==> src/rtl/raisin64_pkg.sv <==
// raisin64_pkg: shared widths, unit indices and write-port record for the writeback path
package raisin64_pkg;
  localparam int REG_W = 6;
  localparam int DATA_W = 64;
  localparam int NUM_UNITS = 5;
  localparam int U_ALU1 = 0;
  localparam int U_ALU2 = 1;
  localparam int U_ADVINT = 2;
  localparam int U_MEMUNIT = 3;
  localparam int U_BRANCH = 4;
  typedef logic [$clog2(NUM_UNITS)-1:0] unit_idx_t;
  typedef struct packed {
    logic en;
    logic [REG_W-1:0] rn;
    logic [DATA_W-1:0] data;
  } wr_port_t;
  function automatic unit_idx_t next_unit(unit_idx_t i);
    return (i == unit_idx_t'(NUM_UNITS - 1)) ? '0 : i + 1'b1;
  endfunction
endpackage

==> src/rtl/writeback_arbiter_rr_pick.sv <==
// rr_pick: finds the first set request at or after ptr, wrapping around N entries
module rr_pick #(
  parameter int N = 5,
  localparam int IW = $clog2(N)
) (
  input  logic [N-1:0]  req,
  input  logic [IW-1:0] ptr,
  output logic          found,
  output logic [IW-1:0] idx,
  output logic [N-1:0]  onehot
);
  logic [IW-1:0] c;
  always_comb begin
    found = 1'b0;
    idx = '0;
    c = '0;
    for (int k = N - 1; k >= 0; k--) begin
      c = IW'((int'(ptr) + k) % N);
      if (req[c]) begin
        found = 1'b1;
        idx = c;
      end
    end
    onehot = found ? (N'(1) << idx) : '0;
  end
endmodule

==> src/rtl/writeback_arbiter.sv <==
// writeback_arbiter: grants up to two unit results per cycle onto two register-file write ports.
// Define WB_ROUND_ROBIN_EN for round-robin arbitration; otherwise fixed priority (alu1 highest).
module writeback_arbiter
  import raisin64_pkg::*;
(
  input  logic              clk,
  input  logic              rst_n,
  input  logic              alu1_done,
  input  logic [REG_W-1:0]  alu1_rd,
  input  logic [DATA_W-1:0] alu1_data,
  input  logic              alu2_done,
  input  logic [REG_W-1:0]  alu2_rd,
  input  logic [DATA_W-1:0] alu2_data,
  input  logic              advint_done,
  input  logic [REG_W-1:0]  advint_rd,
  input  logic [DATA_W-1:0] advint_data,
  input  logic [REG_W-1:0]  advint_rd2,
  input  logic [DATA_W-1:0] advint_data2,
  input  logic              memunit_done,
  input  logic [REG_W-1:0]  memunit_rd,
  input  logic [DATA_W-1:0] memunit_data,
  input  logic              branch_done,
  input  logic [REG_W-1:0]  branch_rd,
  input  logic [DATA_W-1:0] branch_data,
  output logic              alu1_ack,
  output logic              alu2_ack,
  output logic              advint_ack,
  output logic              memunit_ack,
  output logic              branch_ack,
  output logic              wr1_en,
  output logic [REG_W-1:0]  wr1_rn,
  output logic [DATA_W-1:0] wr1_data,
  output logic              wr2_en,
  output logic [REG_W-1:0]  wr2_rn,
  output logic [DATA_W-1:0] wr2_data,
  output logic [REG_W-1:0]  reg1_finished,
  output logic [REG_W-1:0]  reg2_finished
);
  logic [NUM_UNITS-1:0] req, oh1, oh2, mask2, grant;
  logic [REG_W-1:0] rd_a [NUM_UNITS];
  logic [DATA_W-1:0] data_a [NUM_UNITS];
  unit_idx_t rr_ptr_q, rr_ptr_d, i1, i2;
  logic f1, f2, adv_first, conflict, g2;
  wr_port_t wr1_d, wr1_q, wr2_d, wr2_q;
  assign req = {branch_done, memunit_done, advint_done, alu2_done, alu1_done};
  assign rd_a = '{alu1_rd, alu2_rd, advint_rd, memunit_rd, branch_rd};
  assign data_a = '{alu1_data, alu2_data, advint_data, memunit_data, branch_data};
  // advint never competes for port 2: it only goes out as the first winner, using both ports
  assign mask2 = req & ~oh1 & ~(NUM_UNITS'(1) << U_ADVINT);
  rr_pick #(.N(NUM_UNITS)) u_pick1 (.req(req), .ptr(rr_ptr_q), .found(f1), .idx(i1), .onehot(oh1));
  rr_pick #(.N(NUM_UNITS)) u_pick2 (.req(mask2), .ptr(rr_ptr_q), .found(f2), .idx(i2), .onehot(oh2));
  always_comb begin
    adv_first = f1 && (i1 == unit_idx_t'(U_ADVINT));
    conflict = (rd_a[i2] == rd_a[i1]) && (rd_a[i1] != '0);
    g2 = f2 && !adv_first && !conflict;
    grant = oh1 | (g2 ? oh2 : '0);
    wr1_d = wr_port_t'{en: f1 && (rd_a[i1] != '0), rn: rd_a[i1], data: data_a[i1]};
    wr2_d = adv_first ? wr_port_t'{en: advint_rd2 != '0, rn: advint_rd2, data: advint_data2}
                      : wr_port_t'{en: g2 && (rd_a[i2] != '0), rn: rd_a[i2], data: data_a[i2]};
`ifdef WB_ROUND_ROBIN_EN
    rr_ptr_d = f1 ? next_unit(g2 ? i2 : i1) : rr_ptr_q;
`else
    rr_ptr_d = '0;
`endif
  end
  assign {branch_ack, memunit_ack, advint_ack, alu2_ack, alu1_ack} = rst_n ? grant : '0;
  always_ff @(posedge clk or negedge rst_n) begin
    if (!rst_n) begin
      wr1_q <= '0;
      wr2_q <= '0;
      rr_ptr_q <= '0;
    end else begin
      wr1_q <= wr1_d;
      wr2_q <= wr2_d;
      rr_ptr_q <= rr_ptr_d;
    end
  end
  assign wr1_en = wr1_q.en;
  assign wr1_rn = wr1_q.rn;
  assign wr1_data = wr1_q.data;
  assign wr2_en = wr2_q.en;
  assign wr2_rn = wr2_q.rn;
  assign wr2_data = wr2_q.data;
  assign reg1_finished = wr1_q.en ? wr1_q.rn : '0;
  assign reg2_finished = wr2_q.en ? wr2_q.rn : '0;
endmodule

==> config.mk <==
export PLATFORM = sky130hd
export DESIGN_NAME = writeback_arbiter
export DESIGN_NICKNAME = d
export VERILOG_FILES = /design/src/rtl/raisin64_pkg.sv /design/src/rtl/writeback_arbiter_rr_pick.sv /design/src/rtl/writeback_arbiter.sv
export SDC_FILE = /design/constraint.sdc
export NUM_CORES = 1
export LEC_CHECK = 0
export CAP_MARGIN = 10
export CORE_AREA = 2 2 227 229
export DETAILED_ROUTE_END_ITERATION = 10
export DIE_AREA = 0 0 229 231
export PLACE_DENSITY_LB_ADDON = 0.05
export SLEW_MARGIN = 10
export SYNTH_ARGS = -nofsm -noshare
export SYNTH_HDL_FRONTEND = slang
export SYNTH_HIERARCHICAL = 1
export SYNTH_SLANG_ARGS = --single-unit
==> constraint.sdc <==
create_clock -name clk -period 8.2 [get_ports clk]
set_clock_uncertainty 0.05 [all_clocks]
set_input_delay 0.82 -clock clk [delete_from_list [all_inputs] [get_ports clk]]
set_output_delay 0.82 -clock clk [all_outputs]
set_load 0.02 [all_outputs]
==> results of run 1 <==
## power breakdown
part,internal (mW),total [mW],switching (mW)
Sequential,1.06,1.18,0.126
Clock,0.488,0.857,0.369
Combinational,1.80,4.16,2.36
## cells by family (layout without fill, tap and decap cells)
| family | Yosys count | after routing | share of synthesized area [%] |
|---|---|---|---|
| simple gates | 433 | 433 | 15.6 |
| compound gates | 410 | 410 | 22.3 |
| mux | 239 | 239 | 24.7 |
| buf+inv | 154 | 685 | 5.04 |
| flops | 142 | 142 | 27.3 |
| fa+ha+maj | 39 | 39 | 3.74 |
| xor+xnor | 19 | 19 | 1.33 |
| other cells | 1 | 58 | 0.0288 |
## worst max-delay path, delay by kind of cell
family,cells,cell delay (ps)
simple gates,12,2490
compound gates,12,2330
buf+inv,3,1050
mux,1,220
## layout make-up
cell class	count	area, µm²
inverter	38	149
timing repair buffer	615	6090
multi-input combinational	1186	9050
clock inverter	12	160
sequential	142	3550
antenna	12	30.0
tap	680	851
fill	5120	30300
clock buffer	20	447
## routing by layer
layer	vias up	wire, µm	part of all wire, %
li1	6573	-	-
met1	7162	32000	43
met2	546	35800	48
met3	91	5080	6.8
met4	20	1520	2.0
met5	-	119	0.16
## sequential cells by signal, summed over array words and instances, names as in the netlist
| signal | count |
|---|---|
| wr1_data | 64 |
| wr1_en | 1 |
| wr2_data | 64 |
| wr2_en | 1 |
| wr1_rn | 6 |
| wr2_rn | 6 |
## synth_stat cells, drive strengths merged (6+ instances only)
cell type | instances | share of area (%)
nor2 | 227 | 6.5
mux2i | 166 | 13
dfrtp | 142 | 27
a21oi | 104 | 4.3
o22ai | 72 | 3.5
clkbuf | 67 | 1.9
a221oi | 65 | 4.4
mux4 | 65 | 11
nand2 | 61 | 1.8
buf | 49 | 2.0
o21ai | 45 | 1.8
ha | 38 | 3.6
inv | 36 | 1.0
and2 | 30 | 1.5
nand2b | 18 | 0.94
nand3 | 17 | 0.65
nor2b | 17 | 0.82
xnor2 | 14 | 0.94
a211oi | 11 | 0.63
nor3 | 11 | 0.50
nand4 | 9 | 0.43
nor4 | 9 | 0.58
o31ai | 9 | 0.52
a31oi | 8 | 0.38
mux2 | 8 | 0.72
o211a | 8 | 0.61
o211ai | 8 | 0.61
a32oi | 7 | 0.47
or2 | 7 | 0.34
a2111oi | 6 | 0.55
a211o | 6 | 0.40
a22oi | 6 | 0.38
o21a | 6 | 0.35
## what timing repair did
action                     in CTS  in global routing
setup endpoints to repair       0                  5
buffers inserted                0                  2
gates resized for setup         0                  4
hold buffers                    0                  0
## worst paths after layout
check                            startpoint  cells after the start           end
min in group clk           advint_data2[57]                      3  wr2_data[57]
hold / removal                        rst_n                      1   wr1_data[2]
max in group asynchronous             rst_n                      3  wr2_data[37]
setup / recovery               memunit_done                     28      alu2_ack
==> results.cfg, run 1 <==
[global_route]
grtUsageMet3_pct = 7.45
antenna_found_initial = 23
grt_max_degree = 137
grt_pass1_wl_um = 106000
top_usage_layer = met2
grt_use_met1_pct = 35.5
groute.usage.overall_pct = 27.4
grt_use_met2_pct = 44.8
grt_remaining_overflow = 0
grt_pass1_vias = 14044

[placed_design]
hpwlAfterDp_um = 55700
port_buffers = 585
place_congestion = 0.941
dpl_cell_area_um2 = 19700
post-place-ws_ps = 126
place_inst = 2659

[clock_network]
clk_pin_slew_worst_paths_ps = 60
htreeDepth = 4
cts_made_buffers = 17
clock-sinks = 142
cts_root_buf = clkbuf_16
clk_path_buf_depth = 2
cts_tree = built

[sta]
fmax_mhz = 128
relSlewSlack_pct = 28.1
period_minus_slack_ps = 7830
fin_ws_ps = 370
hold_violations = 0
setup_viol = 0
fin_tns_setup_ps = 0
hold-worst-slack_ps = 219
tightestPinTransition_ps = 1080
drv_slew = 0
fin_crit_sh_pct = 95.5

[cells_and_area]
final_common_cell = clkdlybuf4s50_1
fin_nets = 2465
utilization_pct = 40.1
drive_gt1_share_pct = 9.04
final_area_um2 = 20300
fin_cells = 2705
syn2layout_area_growth_pct = 56.0
layout_common_cells = clkdlybuf4s50_1 (584), nor2_1 (227), mux2i_1 (166), dfrtp_1 (142), a21oi_1 (97)

[drt]
drtAntennaViolNets = 0
wl_per_cell_um = 27.6
vias = 14392
drt_iter0_markers = 1074
vias_per_cell = 5.32
drc = 0
drtPass1Iterations = 5
wirelength_um = 74500

[worst_setup_path]
criticalPathCategory = input pin to output port
cp_slowest_cell = clkdlybuf4s50_1
crit_required_ps = 7330
worstPathArrival_ps = 6960
crit_fanout = 14
endpoint_kind = output port
critPathLaunchType = input pin
max_stage_delay_ps = 560

[synth]
ys_ff_latch = 142
syn_area_per_cell_um2 = 9.07
syn-cell-area_um2 = 13000
ys_warn_count = 6
synth-edff-count = 0
synth_seq_area_share_pct = 27.3
synth_ff_type = dfrtp_1
synth_cell_types = 95
async_flop_share_pct = 100
syn_inst = 1437

[min_path]
hp-class = input pin to async pin

[floorplanning]
num_io_pins = 586
row_count = 83
core_um2 = 50700
dieArea_um2 = 52900
initial_core_util_pct = 25.7
fp.dieH_um = 231
die_x_um = 229

[power_and_ir_drop]
power.density_nw_per_um2 = 305
p_total_mw = 6.20
ir_drop_mv = 0.202
leakagePower_nw = 7.89

[flow_run]
max_cap_violations = 0

[status]
outcome = complete, no violations
No activity file was read; power rests on OpenSTA's default activity.
==> run 2: changes to the inputs <==
Settings changed: SKIP_CTS_REPAIR_TIMING from default to 1.
==> results of run 2 <==
The final DEF is identical to that of run 1; final timing and power are the same.
==> run 3: changes to the inputs <==
Settings changed: GPL_ROUTABILITY_DRIVEN from default to 0.
==> results.cfg, run 3 (synthesis gave the netlist of run 1 again) <==
[sta]
hold-worst-slack_ps = 283
period_minus_slack_ps = 7740
setup_viol = 0
hold_violations = 0
fmax_mhz = 129
fin_ws_ps = 461
drv_slew = 0
rsz0062_at_grt = no
fin_tns_setup_ps = 0
relSlewSlack_pct = 26.8
tightestPinTransition_ps = 1100
fin_crit_sh_pct = 94.4

[placed_design]
post-place-ws_ps = 412
dpl_cell_area_um2 = 19700
hpwlAfterDp_um = 56000
port_buffers = 585
place_inst = 2659

[cells_and_area]
regArea_um2 = 3550
final_common_cell = clkdlybuf4s50_1
fillers = 5150
final_area_um2 = 20300
layout_common_cells = clkdlybuf4s50_1 (584), nor2_1 (227), mux2i_1 (166), dfrtp_1 (142), a21oi_1 (97)
fin_nets = 2464
fin_cells = 2699
utilization_pct = 40.1
multi_input_area_um2 = 9040
drive_gt1_share_pct = 9.05
syn2layout_area_growth_pct = 55.8

[worst_setup_path]
endpoint_kind = output port
max_stage_delay_ps = 550
criticalPathCategory = input pin to output port
crit_required_ps = 7330
cp_slowest_cell = clkdlybuf4s50_1
worstPathArrival_ps = 6870
critPathLaunchType = input pin
crit_fanout = 14
cp.buffers_inverters = 4
crit_family = compound AO/OA/AOI/OAI gates
crit_cells = 29

[floorplanning]
initial_core_util_pct = 25.7
dieArea_um2 = 52900
core_um2 = 50700
die_x_um = 229
fp.dieH_um = 231
row_count = 83
num_io_pins = 586

[drt]
drt_iter0_markers = 1197
wirelength_um = 75000
drc = 0
drtAntennaViolNets = 0
vias_per_cell = 5.37
vias = 14493
wl_per_cell_um = 27.8
drtPass1Iterations = 5

[global_route]
antenna_found_initial = 16
grt_max_degree = 71
grt_pass1_vias = 14295
grt_pass1_wl_um = 107000
groute.usage.overall_pct = 27.8
grt_remaining_overflow = 0

[power_and_ir_drop]
power.density_nw_per_um2 = 306
leakagePower_nw = 7.90
p_total_mw = 6.21
ir_drop_mv = 0.207

[clock_network]
cts_made_buffers = 17
cts_root_buf = clkbuf_16
clk_pin_slew_worst_paths_ps = 60
htreeDepth = 4
cts_tree = built
clock-sinks = 142
clk_path_buf_depth = 2

[min_path]
hp-class = input pin to async pin

[flow_run]
max_cap_violations = 0

[status]
outcome = complete, no violations
==> run 3: final cells by class <==
class | instances | area share (%)
antenna | 7 | 0.0863
clock buffer | 19 | 2.23
clock inverter | 13 | 0.789
inverter | 38 | 0.733
multi-input combinational | 1186 | 44.5
sequential | 142 | 17.5
tap | 680 | 4.19
timing repair buffer | 614 | 29.9
==> run 3: how the worst max path moves through the flow <==
stage                 startpoint           to
floorplan            advint_done   advint_ack
global placement    memunit_done     alu1_ack
detailed placement  memunit_done   advint_ack
CTS                 memunit_done   advint_ack
global route        memunit_done  memunit_ack
finish              memunit_done     alu1_ack
==> run 3: power breakdown <==
| group | internal [mW] | switching, mW | total, mW |
|---|---|---|---|
| clock | 0.495 | 0.364 | 0.859 |
| combinational | 1.80 | 2.37 | 4.17 |
| sequential | 1.06 | 0.129 | 1.19 |
| total | 3.35 | 2.86 | 6.21 |
==> run 3: metal layers <==
| layer | up-vias | part of all wire, % | global-route usage, % |
|---|---|---|---|
| li1 | 6567 | - | - |
| met1 | 7272 | 43 | 36.1 |
| met2 | 559 | 49 | 46.4 |
| met3 | 75 | 6.3 | 6.79 |
| met4 | 20 | 1.6 | 6.35 |
| met5 | - | 0.18 | 0 |
